**config.mk**
```make
export PLATFORM = sky130hd
export DESIGN_NAME = wall_probe
export DESIGN_NICKNAME = d
export VERILOG_FILES = /design/src/rtl/wall_probe.sv
export SDC_FILE = /design/constraint.sdc
export NUM_CORES = 1
export LEC_CHECK = 0
export CORE_MARGIN = 4
export CORE_UTILIZATION = 50
export DETAILED_ROUTE_END_ITERATION = 16
export DONT_BUFFER_PORTS = 1
export GPL_TIMING_DRIVEN = 0
export PLACE_DENSITY_LB_ADDON = 0.12
export SYNTH_ARGS = -nofsm -noshare
export SYNTH_HDL_FRONTEND = slang
export SYNTH_SLANG_ARGS = --single-unit
```
**constraint.sdc**
```tcl
create_clock -name Clk -period 4.4 [get_ports Clk]
set_clock_uncertainty 0.1 [all_clocks]
set_input_delay 0.44 -clock Clk [delete_from_list [all_inputs] [get_ports Clk]]
set_output_delay 0.44 -clock Clk [all_outputs]
set_load 0.1 [all_outputs]
```
**src/rtl/wall_probe.sv**
```systemverilog
// Sprite collision checker: walks the leading edge of a one-step candidate box through the wall map.
// Optional macro WALL_PROBE_EARLY_EXIT_EN ends the scan on the first wall hit.
module wall_probe #(
    parameter int SPRITE_W = 13,
    parameter int STEP     = 1
) (
    input  logic        Clk,
    input  logic        Reset,
    input  logic        req,
    input  logic [1:0]  req_dir,
    input  logic [10:0] pos_x,
    input  logic [10:0] pos_y,
    output logic [10:0] ProbeX,
    output logic [10:0] ProbeY,
    input  logic        wall_on,
    output logic        busy,
    output logic        done,
    output logic        blocked,
    output logic [10:0] new_x,
    output logic [10:0] new_y
);

    localparam logic [11:0] STEP12 = 12'(STEP);
    localparam logic [11:0] SPAN12 = 12'(SPRITE_W - 1);
    localparam logic [5:0]  LAST_K = 6'(SPRITE_W - 1);

    typedef enum logic [1:0] {S_IDLE, S_PROBE, S_DONE} state_t;

    state_t      r_state;
    logic [5:0]  r_cnt;
    logic        r_acc;
    logic        r_along_y;
    logic [10:0] r_cx;
    logic [10:0] r_cy;
    logic [10:0] r_ox;
    logic [10:0] r_oy;

    logic [11:0] w_px;
    logic [11:0] w_py;
    logic [11:0] w_cx;
    logic [11:0] w_cy;
    logic [11:0] w_ex;
    logic [11:0] w_ey;
    logic [10:0] w_sx;
    logic [10:0] w_sy;
    logic        w_oor;
    logic        w_acc_n;
    logic        w_stop;

    // Candidate box, its far corner along the probed edge, and probe point 0, all with a spare
    // 12th bit so that a borrow or an overflow past 11'h7FF shows up as bit 11.
    always_comb begin
        w_px = {1'b0, pos_x};
        w_py = {1'b0, pos_y};
        w_cx = w_px;
        w_cy = w_py;
        case (req_dir)
            2'b00:   w_cy = w_py - STEP12;
            2'b01:   w_cy = w_py + STEP12;
            2'b10:   w_cx = w_px - STEP12;
            default: w_cx = w_px + STEP12;
        endcase
        w_ex  = (req_dir == 2'b10) ? w_cx : w_cx + SPAN12;
        w_ey  = (req_dir == 2'b00) ? w_cy : w_cy + SPAN12;
        w_sx  = (req_dir == 2'b11) ? w_ex[10:0] : w_cx[10:0];
        w_sy  = (req_dir == 2'b01) ? w_ey[10:0] : w_cy[10:0];
        w_oor = w_cx[11] | w_cy[11] | w_ex[11] | w_ey[11];
    end

    assign w_acc_n = r_acc | wall_on;

`ifdef WALL_PROBE_EARLY_EXIT_EN
    assign w_stop = (r_cnt == LAST_K) || wall_on;
`else
    assign w_stop = (r_cnt == LAST_K);
`endif

    always_ff @(posedge Clk) begin
        if (Reset) begin
            r_state   <= S_IDLE;
            r_cnt     <= 6'd0;
            r_acc     <= 1'b0;
            r_along_y <= 1'b0;
            r_cx      <= 11'd0;
            r_cy      <= 11'd0;
            r_ox      <= 11'd0;
            r_oy      <= 11'd0;
            ProbeX    <= 11'd0;
            ProbeY    <= 11'd0;
            busy      <= 1'b0;
            done      <= 1'b0;
            blocked   <= 1'b0;
            new_x     <= 11'd0;
            new_y     <= 11'd0;
        end else begin
            case (r_state)
                S_IDLE: begin
                    if (req) begin
                        r_ox      <= pos_x;
                        r_oy      <= pos_y;
                        r_cx      <= w_cx[10:0];
                        r_cy      <= w_cy[10:0];
                        r_along_y <= req_dir[1];
                        r_cnt     <= 6'd0;
                        r_acc     <= 1'b0;
                        busy      <= 1'b1;
                        if (w_oor) begin
                            r_state <= S_DONE;
                            done    <= 1'b1;
                            blocked <= 1'b1;
                            new_x   <= pos_x;
                            new_y   <= pos_y;
                        end else begin
                            r_state <= S_PROBE;
                            ProbeX  <= w_sx;
                            ProbeY  <= w_sy;
                        end
                    end
                end
                S_PROBE: begin
                    r_acc <= w_acc_n;
                    if (w_stop) begin
                        r_state <= S_DONE;
                        done    <= 1'b1;
                        blocked <= w_acc_n;
                        new_x   <= w_acc_n ? r_ox : r_cx;
                        new_y   <= w_acc_n ? r_oy : r_cy;
                    end else begin
                        r_cnt <= r_cnt + 6'd1;
                        if (r_along_y) begin
                            ProbeY <= ProbeY + 11'd1;
                        end else begin
                            ProbeX <= ProbeX + 11'd1;
                        end
                    end
                end
                S_DONE: begin
                    r_state <= S_IDLE;
                    done    <= 1'b0;
                    busy    <= 1'b0;
                end
                default: r_state <= S_IDLE;
            endcase
        end
    end

endmodule

```
==> impl_results.md, run 1 <==
- Run status: finished clean
- Vias in the first global route: a little under 6000
- Final Max Tran Viols: 0
- Max Fclk: 242 MHz
- Final net count: 900
- Routed via count: around 6400
- DP Area: between 6000 and 7000 um^2
- Post-synthesis cell area: between 6000 and 7000 um^2
- Utilization after layout: 0.570
- TritonCTS Buffers: 9
- Register area share after synthesis: 0.317
- First-pass GRT wire length: roughly 33000 um
- Hold WC Path Type: in2reg
- Drt total wl: between 20000 and 25000 um
- Via-per-instance ratio: between 6 and 7
- Largest net degree at the start of global routing: 17
- P_leak: approximately 2.6 nW
- Placer congestion estimate: 0.957
- Clock Tree Buf Depth: 2
- Area added between synthesis and finish: 9.60%
- Core area: ~12000 um^2
- Crit path cell chain: buf_2 -> buf_2 -> inv_1 -> nor2_4 -> clkinvlp_4 -> buf_4 -> ha_1 -> o21ai_0 -> nor2_1 -> nor3_1 -> o22ai_1 -> a31oi_1 -> a211oi_1 -> a21oi_4 -> buf_6 -> mux2i_1 -> nor2_1
- Slowest cell on the critical path: o21ai_0
- IO buf count: 0
- CTS tree: done
- Initial Utilization: 0.520
- Syn Area/Cell: 7.63 um^2
- Clock Latency Late Sink: approximately 0.36 ns
- Setup CP Type: in2reg
- MaxCap Viol Count: 0
- Worst slew margin: 0.255
- Cells after Synth: 835
- Drt pass-1 iters: 5
- Final hold violation count: 0
- CP max FO: 10
- Top_reg_cell synth: dfxtp_1
- Synth Warn #: 0
- H-tree Lvls: 3
- Yosys cell types: 73
- Post-route cell area: ~7000 um^2
- Peak VDD IR: 185 uV
- Post-synth EDFFs: 0
- Layout cells sized above 1: 0.0758
- CTS clk-pin slew, worst paths: roughly 0.07 ns
- Buf/Inv on CP: 6
- Worst EP required: between 4 and 5 ns
- #FFs+latches synth: approximately 100
- Routed len/inst: about 20 um
- Die H: 121 um
- Hpwl dp: ~15000 um
- CTS Sinks: roughly 100
- Final Cycle Share: 0.940
- Chip width: between 100 and 150 um
- Die ar.: between 10000 and 15000 um^2
- ANT cells: 0
- DRC violations left: 0
- Crit path max-delay family: compound AO/OA/AOI/OAI gates
- IO Pins: 75
- Clock root buffer: clkbuf_16
- FP Rows: 40
- Final setup violation count: 0
- Antenna Nets Post-Route: 0
- Syn nets: approximately 880
- Endpoint class of the critical path: flop
- DR iter-0 viols: 716
- CP arrival: 4.25 ns
- Asr flop ratio synth: 0
- Gr usage total: 0.288
- Least-Margin Pin Slew: about 1.1 ns
- Crit start category: input port
- Pwr dens: 438 nW/um^2
- Initial antenna violation count: 0
- Max incr delay on CP: approximately 0.46 ns
- Fin crit period: between 4 and 5 ns
- Grt ovf: 0
## cells in the mapped netlist, drive strengths merged, types with 20 or more instances
cell type	number	area, um^2
a21oi	71	370
nand2	118	443
nand3	20	100
nor3	36	195
clkbuf	36	135
nor2	105	397
o21ai	51	255
mux2i	50	500
dfxtp	101	2020
a211oi	22	170
buf	24	140
## what timing repair did
action,CTS,global route
hold buffers,0,0
buffers inserted,4,4
endpoints found under the setup margin,39,47
gates resized for setup,2,7
pin swaps,1,1
## where the power goes
part	switching (W)	internal (W)	total [W]
clock	0.000379	0.000456	0.000835
sequential	0.000466	0.00101	0.00148
combinational	0.000477	0.000267	0.000745
total	0.00132	0.00173	0.00306
## kinds of logic after synthesis
logic type,after synthesis,share of synthesized area
AOI/OAI and AO/OA,222,0.223
adders and majority gates,18,0.0365
xor gates and xnor gates,32,0.0463
and+or+nand+nor,338,0.244
DFF,101,0.317
buffers and inverters,72,0.0503
muxes,52,0.0821
## path summary, 6_finish.rpt
check	from	to	slack (ns)	cells after the start
setup / recovery	req_dir[0]	new_x[0]	0.27	17
hold / removal	pos_y[8]	r_oy[8]	0.11	2
setup reg to reg	r_cnt[0]	ProbeX[5]	1.42	10
hold reg to reg	r_ox[4]	r_ox[4]	0.36	2
## routing by layer
layer | vias up | wire length (um) | global-route usage
met1 | 3054 | 9620 | 0.404
met5 | - | 0 | 0
met4 | 0 | 413 | 0.0899
met2 | 279 | 9270 | 0.448
li1 | 3026 | - | -
met3 | 38 | 1630 | 0.0503
## state kept, by name (all words and copies together) (netlist names)
register / cells
r_oy: 11
busy: 1
r_state: 2
r_acc: 1
new_y: 11
blocked: 1
r_cx: 11
new_x: 11
r_along_y: 1
ProbeX: 11
done: 1
r_ox: 11
ProbeY: 11
r_cnt: 6
r_cy: 11
## worst reg2reg max path, delay by kind of cell (launching register included)
family | cells | cell delay (ns)
AOI/OAI and AO/OA | 5 | 1.58
DFF | 1 | 0.38
buffers and inverters | 2 | 0.30
and+or+nand+nor | 2 | 0.27
adders and majority gates | 1 | 0.22
## area by class of cell
cell class | instances | area, um^2
Fill cell | 1190 | 5280
Clock buffer | 10 | 239
Sequential cell | 101 | 2020
Inverter | 12 | 48.8
Multi-Input combinational cell | 662 | 4070
Clock inverter | 5 | 60.1
Tap cell | 168 | 210
Buffer | 60 | 275
Timing Repair Buffer | 8 | 60.1
## cell usage in the layout (no fill, tap or decap), types with 6 or more instances in the layout
cell,Yosys,final
dfxtp_1,101,101
nor2_1,104,104
nor2b_1,7,7
nand2b_1,6,6
nand3_1,20,19
xnor2_1,15,15
o32ai_1,7,7
nand4_1,7,7
a21oi_1,69,69
mux2i_1,50,50
buf_1,6,6
a31oi_1,8,8
nand2_1,118,118
buf_4,1,9
buf_2,13,13
clkbuf_1,36,36
ha_1,17,17
nor3_1,33,32
clkbuf_16,0,9
or3_1,7,7
a211oi_1,21,19
o211ai_1,11,11
o21ai_0,49,48
a21o_1,6,6
inv_1,12,11
xor2_1,15,15
## through the flow
step	hold WS (ns)	instances	setup TNS (ns)	worst slack (ns)	total power [W]
3_3_place_gp	0.341	1003	-20.82	-0.612	0.00218
5_1_grt	0.114	1026	-0.00608	-0.00608	0.00318
3_5_place_dp	0.346	1003	-21.85	-0.633	0.00220
6_report	0.113	1026	0	0.266	0.00306
4_1_cts	0.108	1022	0	0.0788	0.00303
2_1_floorplan	0.336	835	0	0.274	0.00199
(Power assumes the default switching activity.)
==> inputs of run 2 (changes only) <==
--- a/config.mk
+++ b/config.mk
@@ -10,7 +10,7 @@
 export DETAILED_ROUTE_END_ITERATION = 16
 export DONT_BUFFER_PORTS = 1
 export GPL_TIMING_DRIVEN = 0
-export PLACE_DENSITY_LB_ADDON = 0.12
+export PLACE_DENSITY = 0.78
 export SYNTH_ARGS = -nofsm -noshare
 export SYNTH_HDL_FRONTEND = slang
 export SYNTH_SLANG_ARGS = --single-unit
==> run 2 against run 1 <==
Routed wire length shrank 3.0%; die area is the same; largest cell class unchanged; non-clock buffer count increased by 1; total power is 2.0% lower; critical path depth unchanged; clock power shrank 7.7%; highest routed layer unchanged.
==> impl_results.md, run 2 (same netlist as run 1, synthesis figures left out) <==
- MaxCap Viol Count: 0
- Clock network power share: 0.258
- Fin worst setup slack: between 0.2 and 0.25 ns
- Crit start category: input port
- Gr usage total: 0.278
- Run status: finished clean
- Fin crit period: 4.18 ns
- Routed len/inst: approximately 20 um
- Drt total wl: approximately 20000 um
- Peak VDD IR: roughly 210 uV
- Sw frac: 0.439
- Area added between synthesis and finish: 9.99%
- Most common cell after layout, fill and taps aside: nand2_1
- FP Rows: 40
- Core area: approximately 12000 um^2
- ANT cells: 0
- DR iter-0 viols: 991
- Slowest cell on the critical path: ha_1
- TritonCTS Buffers: 9
- Crit path cell chain: buf_2 -> buf_2 -> buf_2 -> nor2_4 -> clkinvlp_4 -> buf_2 -> ha_1 -> a211oi_4 -> o21a_1 -> mux2_1 -> a22o_1 -> nor3_4 -> a211oi_2 -> a21oi_4 -> buf_6 -> mux2i_1 -> nor2_1
- Vias in the first global route: slightly below 6000
- Routed via count: 6453
- Hpwl dp: approximately 14000 um
- Final Max Tran Viols: 0
- CTS Sinks: between 100 and 150
- Die ar.: approximately 15000 um^2
- Sw Pwr: between 0.001 and 0.0015 W
- Clock Latency Late Sink: between 0.3 and 0.4 ns
- Min Hold Slack: between 0.1 and 0.15 ns
- Setup CP Type: in2reg
- Placer congestion estimate: roughly 1.0
- CTS clk-pin slew, worst paths: ~0.07 ns
- DRC violations left: 0
- Max Fclk: between 200 and 250 MHz
- Largest net degree at the start of global routing: 17
- Sequential Power Share: 0.494
- Final net count: 901
- Max incr delay on CP: 0.34 ns
- Antenna Nets Post-Route: 0
- Worst slew margin: 0.268
- Die H: 121 um
- Worst EP required: between 4 and 5 ns
- P_leak: between 2 and 3 nW
- Least-Margin Pin Slew: approximately 1.1 ns
- Clock root buffer: clkbuf_16
- IO Pins: 75
- IO buf count: 0
- P_int: approximately 0.0017 W
- CTS tree: done
- Grt ovf: 0
- Hold WC Path Type: in2reg
- First-pass GRT wire length: roughly 32000 um
- Cells after DPL: about 1000
- CP most frequent cell: buf_2
- CP max FO: 10
- Layout cells sized above 1: 0.0861
- H-tree Lvls: 3
- Pwr dens: about 430 nW/um^2
- Utilization after layout: 0.572
- Via-per-instance ratio: about 6.3
- Dpl ws: -0.673 ns
- Chip width: about 120 um
- Clock Tree Buf Depth: 2
- Initial Utilization: 0.520
- Final hold violation count: 0
- CP arrival: 4.32 ns
- Final Cycle Share: 0.951
- Endpoint class of the critical path: flop
- Hold Path Stages: 2
- FF-to-FF path depth: 10
- Most frequent cells in the layout: 118 x nand2_1, 104 x nor2_1, 101 x dfxtp_1, 69 x a21oi_1, 50 x mux2i_1
- Cell Count, Final, Fillers Out: roughly 1000
- Final setup violation count: 0
- Drt pass-1 iters: 6
- Comb power frac: 0.249
- Initial antenna violation count: 0
run 2: cell types whose count changed in the layout (fill, tap and decap cells not counted), sizes merged:
cell / delta
clkinv: +2
bufinv: -1
clkbuf: +1
clkinvlp: -1
run 2: power groups by stage:
| stage | clock network, W | logic [W] | registers (W) |
|---|---|---|---|
| finish | 0.000771 | 0.000745 | 0.00148 |
| floorplan | 0 | 0.000528 | 0.00147 |
| detailed placement | 0 | 0.000697 | 0.00150 |
| global route | 0.000814 | 0.000818 | 0.00149 |
| CTS | 0.000775 | 0.000708 | 0.00148 |
| global placement | 0 | 0.000687 | 0.00149 |
run 2: final cells by class:
type,count,area [um^2]
clock inverters,5,36.3
fillers,1155,5250
flip-flops and latches,101,2020
repair buffers,9,65.1
clock buffers,10,239
inverters,12,48.8
multi-input cells,662,4110
well taps,168,210
plain buffers,60,278
run 2: critical path, delay by kind of cell:
family | cells | cell delay (ns)
compound gates | 5 | 1.23
fa+ha+maj | 1 | 0.34
buf+inv | 6 | 1.23
mux | 2 | 0.55
simple gates | 3 | 0.50
run 2: path summary, 6_finish.rpt:
kind / startpoint / endpoint / slack (ns)
hold / removal: pos_y[6] / r_oy[6] / 0.10
setup / recovery: req_dir[1] / new_y[4] / 0.22
hold reg to reg: r_ox[5] / r_ox[5] / 0.35
setup reg to reg: r_cnt[0] / ProbeX[5] / 1.50
run 2: through the flow:
| stage | total power (W) | cell area [um^2] | setup TNS (ns) |
|---|---|---|---|
| 3_3_place_gp | 0.00218 | 6580 | -22.31 |
| 2_1_floorplan | 0.00199 | 6370 | 0 |
| 4_1_cts | 0.00296 | 6900 | 0 |
| 3_5_place_dp | 0.00219 | 6580 | -22.09 |
| 5_1_grt | 0.00312 | 7010 | -0.0601 |
| 6_report | 0.00299 | 7010 | 0 |
run 2: per-layer routing:
layer  track usage  wire length (um)  vias up
met5             0                 0        -
met4         0.116               618        0
met3        0.0746              2290       47
met2         0.396              8580      354
met1         0.394              8820     3035
li1              -                 -     3017
run 2: what timing repair did:
item,CTS,global route
pin swaps,1,5
buffers inserted,4,5
resized for setup,2,16
hold buffers,0,0
endpoints found under the setup margin,33,47
